**src/rtl/cpu_pkg.sv**
```systemverilog
// Shared IF-stage types: fetch FSM states, redirect sources, PC defaults.
// Redirect sources are encoded in ascending priority so they compare directly.
package cpu_pkg;

  typedef enum logic {
    IF_RUN  = 1'b0,
    IF_HOLD = 1'b1
  } if_state_e;

  typedef enum logic [1:0] {
    RD_NONE   = 2'd0,
    RD_BRANCH = 2'd1,
    RD_RET    = 2'd2,
    RD_TRAP   = 2'd3
  } redirect_src_e;

  localparam logic [31:0] RESET_PC_DEFAULT = 32'h0000_0000;
  localparam int          PC_STEP_DEFAULT  = 4;

endpackage

```
**src/rtl/if_pc_unit_redirect_arb.sv**
```systemverilog
// Live redirect priority select: trap > return > branch.
// Purely combinational; the top owns all state.
module if_redirect_arb
  import cpu_pkg::*;
(
  input  logic          i_interrupt,
  input  logic [31:0]   i_trap_pc,
  input  logic          i_ret,
  input  logic [31:0]   i_ret_pc,
  input  logic          i_branch,
  input  logic [31:0]   i_branch_pc,
  output redirect_src_e o_src,
  output logic [31:0]   o_target
);

  always_comb begin
    o_src    = RD_NONE;
    o_target = 32'h0;
    priority case (1'b1)
      i_interrupt: begin
        o_src    = RD_TRAP;
        o_target = i_trap_pc;
      end
      i_ret: begin
        o_src    = RD_RET;
        o_target = i_ret_pc;
      end
      i_branch: begin
        o_src    = RD_BRANCH;
        o_target = i_branch_pc;
      end
      default: begin
        o_src    = RD_NONE;
        o_target = 32'h0;
      end
    endcase
  end

endmodule

```
**src/rtl/if_pc_unit.sv**
```systemverilog
// IF stage PC unit: next-PC arbitration, stall-time redirect latching, IF/ID flush.
// Optional IF_PC_MISALIGN_CHK_EN: flag and word-align misaligned redirect targets.
module if_pc_unit
  import cpu_pkg::*;
#(
  parameter logic [31:0] RESET_PC = RESET_PC_DEFAULT,
  parameter int          PC_STEP  = PC_STEP_DEFAULT
) (
  input  logic        clk,
  input  logic        reset,
  input  logic        pc_write,
  input  logic        im_stall,
  input  logic        dm_stall,
  input  logic        CSR_stall,
  input  logic        branch_taken,
  input  logic [31:0] branch_target,
  input  logic        CSR_interrupt,
  input  logic [31:0] CSR_trap_pc,
  input  logic        CSR_ret,
  input  logic [31:0] CSR_ret_pc,
  input  logic [31:0] im_rdata,
  output logic [31:0] im_addr,
  output logic [31:0] pc,
  output logic [31:0] instruction,
  output logic        IFID_flush,
  output logic        fetch_misaligned
);

  if_state_e     r_state;
  logic [31:0]   r_pc;
  logic          r_pend_valid;
  logic [31:0]   r_pend_pc;
  redirect_src_e r_pend_src;

  logic          w_stall;
  redirect_src_e w_live_src;
  logic [31:0]   w_live_tgt;
  logic          w_live;
  logic          w_live_wins;
  logic          w_apply;
  logic [31:0]   w_sel_tgt;
  logic [31:0]   w_load_tgt;

  if_redirect_arb u_arb (
    .i_interrupt (CSR_interrupt),
    .i_trap_pc   (CSR_trap_pc),
    .i_ret       (CSR_ret),
    .i_ret_pc    (CSR_ret_pc),
    .i_branch    (branch_taken),
    .i_branch_pc (branch_target),
    .o_src       (w_live_src),
    .o_target    (w_live_tgt)
  );

  assign w_stall     = ~pc_write | im_stall | dm_stall | CSR_stall;
  assign w_live      = (w_live_src != RD_NONE);
  // A newer redirect of equal or higher priority supersedes the latched one.
  assign w_live_wins = w_live & (w_live_src >= r_pend_src);
  assign w_sel_tgt   = (r_pend_valid & ~w_live_wins) ? r_pend_pc
                                                     : w_live_tgt;
  assign w_apply     = ~reset & ~w_stall
                     & (w_live | (r_state == IF_HOLD));

`ifdef IF_PC_MISALIGN_CHK_EN
  assign w_load_tgt       = {w_sel_tgt[31:2], 2'b00};
  assign fetch_misaligned = w_apply & (|w_sel_tgt[1:0]);
`else
  assign w_load_tgt       = w_sel_tgt;
  assign fetch_misaligned = 1'b0;
`endif

  assign IFID_flush  = w_apply;
  assign im_addr     = r_pc;
  assign pc          = r_pc;
  assign instruction = im_rdata;

  always_ff @(posedge clk) begin
    if (reset) begin
      r_state      <= IF_RUN;
      r_pc         <= RESET_PC;
      r_pend_valid <= 1'b0;
      r_pend_pc    <= 32'h0;
      r_pend_src   <= RD_NONE;
    end else begin
      unique case (r_state)
        IF_RUN: begin
          if (!w_stall) begin
            r_pc <= w_live ? w_load_tgt : r_pc + 32'(PC_STEP);
          end else if (w_live) begin
            r_pend_valid <= 1'b1;
            r_pend_pc    <= w_live_tgt;
            r_pend_src   <= w_live_src;
            r_state      <= IF_HOLD;
          end
        end
        IF_HOLD: begin
          if (!w_stall) begin
            r_pc         <= w_load_tgt;
            r_pend_valid <= 1'b0;
            r_pend_src   <= RD_NONE;
            r_state      <= IF_RUN;
          end else if (w_live_wins) begin
            r_pend_pc  <= w_live_tgt;
            r_pend_src <= w_live_src;
          end
        end
        default: r_state <= IF_RUN;
      endcase
    end
  end

endmodule

```
**config.mk**
```make
export PLATFORM = sky130hd
export DESIGN_NAME = if_pc_unit
export DESIGN_NICKNAME = d
export VERILOG_FILES = /design/src/rtl/cpu_pkg.sv /design/src/rtl/if_pc_unit_redirect_arb.sv /design/src/rtl/if_pc_unit.sv
export SDC_FILE = /design/constraint.sdc
export NUM_CORES = 1
export LEC_CHECK = 0
export CAP_MARGIN = 20
export CORE_ASPECT_RATIO = 1.5
export CORE_MARGIN = 5
export CORE_UTILIZATION = 46
export DETAILED_ROUTE_END_ITERATION = 8
export PLACE_DENSITY = 0.87
export SYNTH_ARGS = -nofsm -noshare
export SYNTH_HDL_FRONTEND = slang
export SYNTH_HIERARCHICAL = 1
export SYNTH_SLANG_ARGS = --single-unit
```
**constraint.sdc**
```tcl
create_clock -name clk -period 7.4 [get_ports clk]
set_input_delay 2.22 -clock clk [delete_from_list [all_inputs] [get_ports clk]]
set_output_delay 2.22 -clock clk [all_outputs]
set_load 0.005 [all_outputs]
```
==> impl.org, run 1 <==
** Critical path
- Across all register-to-register paths, the minimum setup slack is approximately 4.7 ns.
- Traced cell by cell, the critical path runs through clkdlybuf4s50_1, or4b_1, nor2_4, nand2_1, inv_1, clkdlybuf4s50_1.
- STA classifies the critical path startpoint as an input port.
- Worst path max stage delay :: 0.63 ns
- Worst Path Buf+Inv :: 3
- Worst r2r src :: r_pend_src[1]
- Endpoint class of the critical path :: primary output
- Worst Path Arrival :: 4.20 ns
- The cell that appears most often on the critical path is sky130_fd_sc_hd__clkdlybuf4s50_1.
- Cell with the biggest individual delay on the critical path :: sky130_fd_sc_hd__or4b_1
- On the critical path the largest part of the delay comes from buffers and inverters.
- In this run the worst path has a maximum fanout of 4.
- The setup path with the least slack is of type input port to primary output.
- The worst register-to-register path ends at im_addr[28].
- Reg2Reg Depth :: 8
- At the worst endpoint, the required time is 5.18 ns.

** Final layout
- After filler insertion, the fill cell instance count of the layout stands at 965.
- The library cell used most frequently in the layout, excluding fill and tap cells, is sky130_fd_sc_hd__clkdlybuf4s50_1.
- Leading cell types in the layout, fill and taps excluded :: 166 x sky130_fd_sc_hd__clkdlybuf4s50_1, 77 x sky130_fd_sc_hd__a21oi_1, 68 x sky130_fd_sc_hd__dfxtp_1
- In the final layout, the share of cells above drive strength 1 is 0.08174.
- In the final design database the tool counted 870 nets.
- Number of inserted diodes :: 0
- Compared with the post-synthesis result, the final layout area differs by 27.64%.

** Floorplanning
- During I/O placement, the number of pins put on the boundary was 235.
- The die covers 13,540 um2.
- After floorplanning, the core was divided into 47 placement rows.
- The initial utilization of the core area, before any placement, comes to 0.4689.
- Chip Height :: 140.0 um
- The core region is 11,060 um2.
- Chip width :: between 90 and 100 um

** Timing
- Adding up every negative setup slack in the final design gives 0 ns.
- The count of pins over their slew limit came to 0.
- Tcrit/Tclk final :: 0.8682
- Setup violations remaining at the end of the flow were counted as 0.
- Setup repair after global routing left no endpoint under its margin.
- Max-slew headroom at the worst pin :: 0.3422
- Across the routed clock network, the largest skew measured is 0.004981 ns.
- Crit path setup slack, layout :: 0.9750 ns
- Fin crit period :: 6.425 ns
- For the pin with the worst max-slew slack, the measured transition is 0.9836 ns.
- Static timing analysis puts the maximum clock frequency at 155.6 MHz.
- The tightest hold path in the finished design has a slack of 0.4911 ns.
- The final hold violation count came to 0.

** Min path
- The worst hold path terminates at r_pend_pc[30].
- Worst hold path type :: flop to flop
- Start point of the worst min-delay path :: r_pend_pc[30]
- The worst hold path was traced through 2 stages.

** Place
- Before CTS, the worst setup slack after placement is 0.9629 ns.
- Detailed placement ended at an HPWL of about 12,000 um.
- At the end of routability-driven placement, the weighted congestion stood at just under 0.9.
- In this run the tool buffered the top-level ports with 169 buffer cells.

** Global routing
- Across every metal layer, demand over resource in global routing totals 0.2237.
- Global routing finished with a remaining overflow of 0.
- Entering global routing, the biggest net connects 68 pins.
- Via count of the first global-routing pass :: approximately 5,000
- The number of antenna violations at the first check in global routing is 0.
- The first global-routing pass estimated between 20,000 and 30,000 um of wire.

** CTS
- CTS resizes :: 0
- Number of levels in the clock H-tree :: 3
- Counting along the longest clock path gives a buffer depth of 2.
- Post-CTS Hold Fix Bufs :: 0
- In this run, CTS created clock tree buffers numbering 9.
- Clock-pin slew was measured on the worst setup and hold paths at 0.05 ns.
- Clock sink total :: 68
- Source-to-sink clock delay at the later pin of the worst-skew pair :: ~0.33 ns
- The cell sitting at the root of the clock tree is a sky130_fd_sc_hd__clkbuf_16.
- CTS tree :: done
- The number of setup buffers added after CTS is 0.

** Logic synthesis
- Number of instances in the synthesized netlist :: ~660
- The largest total area in the synthesized netlist belongs to sky130_fd_sc_hd__dfxtp_1.
- Of all flip-flops after synthesis, the portion carrying an async set or reset was 0.
- Of the post-synthesis cell area, the dominant cell type holds 0.2626.
- Net count after synthesis :: around 800
- Number of warnings issued by yosys :: 6
- A synthesized cell averages around 8 um2.
- Counting distinct cell types in the post-synthesis netlist gives 57.
- Main flop type after synthesis :: sky130_fd_sc_hd__dfxtp_1
- By area the synthesized netlist is led by sky130_fd_sc_hd__dfxtp_1 26%, sky130_fd_sc_hd__buf_4 11%, sky130_fd_sc_hd__mux2i_1 7.7%.
- Counting flops with a built-in enable in the synthesized netlist gives 0.
- Yosys reg bits :: 68
- For this run, the register share of the synthesized area comes to 0.2626.
- Combined area of all synthesized cells :: about 5200 um2

** Pwr
- Summed over all cells, the static leakage comes to approximately 2.5 nW.
- Areal power density over the cells :: approximately 160 nW/um2
- The design draws roughly 1.1 mW.
- Maximum vdd ir drop :: 0.0001057 V

** Routing
- Post-detailed-routing wire length :: about 16,000 um
- DRC viols :: 0
- After detailed routing, the average wire length per cell comes to around 18 um.
- Using the TritonRoute via totals, the vias-per-cell ratio works out to 5.795.
- Summing over every cut layer, the via total after detailed routing is approximately 5,100.
- Antenna-violating nets left :: 0
- Drt first-iter violations :: between 300 and 400
- The first detailed-routing pass ran for 5 iterations.

** Job
- Across the run, the number of max-cap violations was 0.

** Outcome
- Status :: completed
-- logic make-up (layout without fill, tap and decap cells) --
kind of cell,Yosys count,after routing,share of synthesized area
and+or+nand+nor,248,248,0.2689
AOI/OAI and AO/OA,154,154,0.1791
buffers and inverters,125,201,0.1634
DFF,68,68,0.2626
muxes,58,58,0.1163
adders and majority gates,3,3,0.007242
other,1,1,0.0007234
xor gates and xnor gates,1,1,0.001690
-- Yosys cell counts (all sizes together), types with 3 or more instances --
master / instances
mux2i: 40
or4: 6
nor3: 10
dfxtp: 68
o21a: 3
and3: 12
nor2b: 32
a21oi: 81
or3: 4
a31oi: 25
nor2: 55
mux2: 18
nand2: 47
clkbuf: 18
a211oi: 4
o22ai: 4
nor4: 8
a22oi: 4
and4: 4
o21ai: 14
nand3b: 33
nand4: 14
buf: 100
nand3: 14
ha: 3
inv: 7
-- state kept, by name, indices dropped and copies added, names as in the netlist --
register      flops
im_addr          32
r_pend_src        2
r_pend_pc        32
r_pend_valid      1
r_state           1
-- worst max path at each step --
stage                 startpoint          to  cells after the start  slack (ns)
finish                  im_stall  IFID_flush                      6        0.98
detailed placement      im_stall  IFID_flush                      6        0.96
global route            im_stall  IFID_flush                      6        0.91
floorplan           branch_taken  IFID_flush                      8        1.68
global placement        dm_stall  IFID_flush                      6        0.97
CTS                     im_stall  IFID_flush                      6        0.95
-- metrics by stage --
step | cell area (um2) | util | instances
finish | 6616 | 0.5985 | 881
global route | 6616 | 0.5985 | 881
CTS | 6616 | 0.5985 | 881
detailed placement | 6324 | 0.5720 | 866
global placement | 6324 | 0.5720 | 866
floorplan | 5184 | - | 658
-- layer usage --
layer | vias up | track usage | wire length (um)
met4 | 0 | 0.08802 | 467
li1 | 2444 | - | -
met5 | - | 0 | 0
met3 | 48 | 0.04876 | 1070
met2 | 231 | 0.3850 | 7967
met1 | 2382 | 0.2707 | 6094
-- report_power, final --
group	internal, mW	total (mW)	switching [mW]
combinational	0.130	0.236	0.106
clock	0.267	0.428	0.160
sequential	0.391	0.411	0.0198
total	0.788	1.07	0.286
-- worst register-to-register path, stage by stage, from the launching register on --
cell and delay [ns]:
sky130_fd_sc_hd__dfxtp_1 0.34, sky130_fd_sc_hd__inv_1 0.05, sky130_fd_sc_hd__ha_1 0.30, sky130_fd_sc_hd__o22ai_1 0.12, sky130_fd_sc_hd__o21ai_2 0.57, sky130_fd_sc_hd__buf_4 0.39
sky130_fd_sc_hd__mux2_2 0.39, sky130_fd_sc_hd__a221oi_1 0.29, sky130_fd_sc_hd__a21oi_1 0.11
-- final cells by class --
cell class              count  area (um2)  area share
repair buffers            179        1752      0.2648
inverters                   7       26.28    0.003971
well taps                 147       183.9     0.02780
clock inverters             4       50.05    0.007564
clock buffers              11       242.7     0.03669
multi-input cells         465        3000      0.4535
flip-flops and latches     68        1361      0.2057
Power figures use the tool's default switching activity.
==> run 2: changes to the inputs <==
--- a/config.mk
+++ b/config.mk
@@ -8,9 +8,9 @@
 export CAP_MARGIN = 20
 export CORE_ASPECT_RATIO = 1.5
 export CORE_MARGIN = 5
-export CORE_UTILIZATION = 46
+export CORE_UTILIZATION = 43
 export DETAILED_ROUTE_END_ITERATION = 8
-export PLACE_DENSITY = 0.87
+export PLACE_DENSITY = 0.83
 export SYNTH_ARGS = -nofsm -noshare
 export SYNTH_HDL_FRONTEND = slang
 export SYNTH_HIERARCHICAL = 1
==> constraint.sdc (replaced) <==
create_clock -name clk -period 6.4 [get_ports clk]
set_input_delay 1.92 -clock clk [delete_from_list [all_inputs] [get_ports clk]]
set_output_delay 1.92 -clock clk [all_outputs]
set_load 0.005 [all_outputs]
==> impl.org, run 2 (synthesized netlist as in run 1, its figures left out) <==
** Floorplanning
- The row count is 49 (+4.3%).
- The height of the die came to 144.5 um (+3.2%).
- Core region area :: 11,890 um2 (+7.6%)
- The overall die width came to 99.65 um (+3.1%).
- The total die area is 14,400 um2 (+6.4%).
- The starting density of the core came to 0.4358 (-0.03305).
- Boundary Pins :: 235 (unchanged)

** CTS
- CTS resizes :: 0 (unchanged)
- Root buf cell :: sky130_fd_sc_hd__clkbuf_16
- The number of sinks on the clock net was 68 (unchanged).
- Postcts setup bufs :: 0 (unchanged)
- Clock buffer depth :: 2 (unchanged)
- The depth of the CTS H-tree was 3 (unchanged).
- The total clock buffers created by CTS is 9 (unchanged).
- The number of hold-repair buffers added at the cts stage came to 0 (unchanged).
- TritonCTS built the clock tree.
- Source-to-sink clock delay at the later pin of the worst-skew pair :: 0.33 ns (about the same)
- The clock slew at the register clock pins of the worst setup and hold paths is 0.05 ns (about the same).

** Critical path
- Most numerous cell on the critical path :: sky130_fd_sc_hd__clkdlybuf4s50_1
- The worst setup path is launched from an input port.
- The worst setup path is captured at a primary output.
- The critical path is of the input port to primary output type.
- Worst Path Arrival :: 3.92 ns (-0.28 ns)
- In this run the worst setup path begins at im_stall.
- Critical Path RT :: 4.48 ns (-0.70 ns)
- The buffers plus inverters on the worst setup path is 3 (unchanged).
- The delay of the slowest cell on the worst path came to 0.65 ns (+0.02 ns).
- The worst-path maximum fanout came to 4 (unchanged).
- The cell family contributing the most delay on the critical path is buffers and inverters.
- In this run the critical register-to-register path is launched from r_pend_src[1].
- The critical path goes through clkdlybuf4s50_1, or4b_1, nor2_4, nand2_1, inv_1, clkdlybuf4s50_1.
- Cell with the biggest individual delay on the critical path :: sky130_fd_sc_hd__or4b_1

** Routing
- The count of TritonRoute iterations in the first routing pass was 5 (unchanged).
- Antenna-violating nets left :: 0 (unchanged)
- The mean routed wirelength per cell is 16.92 um (-4.5%).
- The via count is 5,001 (-2.0%).
- Via density :: 5.625 (-2.9%)
- Drt first-iter violations :: 363 (+6.1%)
- The post-route DRC violation count is 0 (unchanged).
- The sum of routed wire length over all layers is 15,040 um (-3.6%).

** Place
- The pre-CTS setup slack came to 0.5517 ns (-0.4112 ns).
- Count of buffers from port buffering :: 169 (unchanged)
- The half-perimeter wire length of the detailed placement result was 11,140 um (-4.0%).
- Gpl congestion :: 0.8318 (-5.3%)

** Timing
- Final setup violation count :: 0 (unchanged)
- The final hold violation count is 0 (unchanged).
- Setup repair after global routing left no endpoint under its margin.
- Dividing the final minimum period by the clock period gives 0.9130.
- Highest clock rate :: between 150 and 200 MHz
- Clk_skew :: 0.006188 ns (+0.001207 ns)
- Crit path setup slack, layout :: 0.5569 ns (-0.4181 ns)
- Fin crit period :: 5.843 ns
- Worst slew pin tran :: 1.023 ns (+0.03905 ns)
- The count of pins over their slew limit was 0 (unchanged).
- Max-slew headroom at the worst pin :: 0.3182 (-0.02402)
- Final sum of negative setup slack :: 0 ns (unchanged)

** Global routing
- The total routing resource utilization after global routing was 0.2011 (-0.02268).
- The overall overflow remaining after global route was 0 (unchanged).
- The first-pass GRT wire length is 23,280 um (-7.8%).
- Largest net degree at the start of global routing :: 68 (unchanged)
- The number of global-route vias before repair is 4,710 (-5.5%).
- Number of antenna violations at the first check in global routing :: 0 (unchanged)

** Final layout
- The antenna diode count came to 0 (unchanged).
- Relative to the synthesized area, the layout overhead comes to 28.19%.
- The post-route core utilization was 0.5587 (-0.03976).
- Fraction of final layout cells with drive strength greater than 1 :: 0.08424 (+0.002495)
- Commonest non-fill, non-tap cell in the layout :: sky130_fd_sc_hd__clkdlybuf4s50_1
- Leaving out fill and tap cells, the most frequent cells in the layout are 166 x sky130_fd_sc_hd__clkdlybuf4s50_1, 77 x sky130_fd_sc_hd__a21oi_1, 68 x sky130_fd_sc_hd__dfxtp_1.
- Net count reported at finish :: 873 (+0.34%)

** Pwr
- The highest ir drop seen on vdd was 0.0001075 V (+1.7%).
- Overall power consumption :: 1.237 mW (+15%)
- The reported leakage power came to 2.518 nW (+0.84%).
- The ratio of total power to cell area came to 186.1 nW/um2 (+15%).

** Job
- The count of maximum capacitance violations came to 0 (unchanged).

** Min path
- Start point of the worst min-delay path :: r_pend_pc[29]
- The worst hold path belongs to the class flop to flop.

** Outcome
- Status :: completed
run 2: final cells by class:
cell class	count	area (um2)
Sequential cell	68	1361
Clock inverter	2	35.03
Inverter	7	26.28
Fill cell	1093	5249
Clock buffer	12	256.5
Timing Repair Buffer	182	1774
Tap cell	153	191.4
Multi-Input combinational cell	465	3000
run 2: report_power, final:
group	internal (mW)	switching [mW]
combinational	0.151	0.120
clock	0.318	0.173
sequential	0.452	0.0228
run 2: worst paths after layout:
check,to,slack [ns],cells after the start
hold reg to reg,r_pend_pc[29],0.49,2
setup / recovery,IFID_flush,0.56,6
setup reg to reg,im_addr[28],3.61,8
hold / removal,r_pend_pc[29],0.49,2
run 2: per-stage QoR:
| stage | hold WS (ns) | std cells | cell area, um2 |
|---|---|---|---|
| CTS | 0.4864 | 889 | 6645 |
| finish | 0.4876 | 889 | 6645 |
| floorplan | 0.4516 | 658 | 5184 |
| detailed placement | 0.4715 | 875 | 6354 |
| global placement | 0.4641 | 875 | 6354 |
| global route | 0.5222 | 889 | 6645 |
run 2: worst reg2reg max path, stage by stage, from the launching register on:
cell and delay (ns):
sky130_fd_sc_hd__dfxtp_1 0.32, sky130_fd_sc_hd__inv_1 0.05, sky130_fd_sc_hd__ha_1 0.29, sky130_fd_sc_hd__o22ai_1 0.12, sky130_fd_sc_hd__o21ai_2 0.81, sky130_fd_sc_hd__buf_4 0.36
sky130_fd_sc_hd__mux2_2 0.36, sky130_fd_sc_hd__a221oi_1 0.24, sky130_fd_sc_hd__a21oi_1 0.10
run 2: layer usage:
layer,GRT usage,part of all wire,up-vias
met2,0.3392,0.49,211
met5,0,0,-
met1,0.2411,0.40,2294
met4,0.1137,0.037,0
li1,-,-,2440
met3,0.03378,0.069,56
==> run 3: changes to the inputs <==
--- a/config.mk
+++ b/config.mk
@@ -9,6 +9,7 @@
 export CORE_ASPECT_RATIO = 1.5
 export CORE_MARGIN = 5
 export CORE_UTILIZATION = 43
+export CTS_CLUSTER_SIZE = 24
 export DETAILED_ROUTE_END_ITERATION = 8
 export PLACE_DENSITY = 0.83
 export SYNTH_ARGS = -nofsm -noshare
==> results of run 3 <==
Final layout, timing and power as in run 2 (identical DEF).
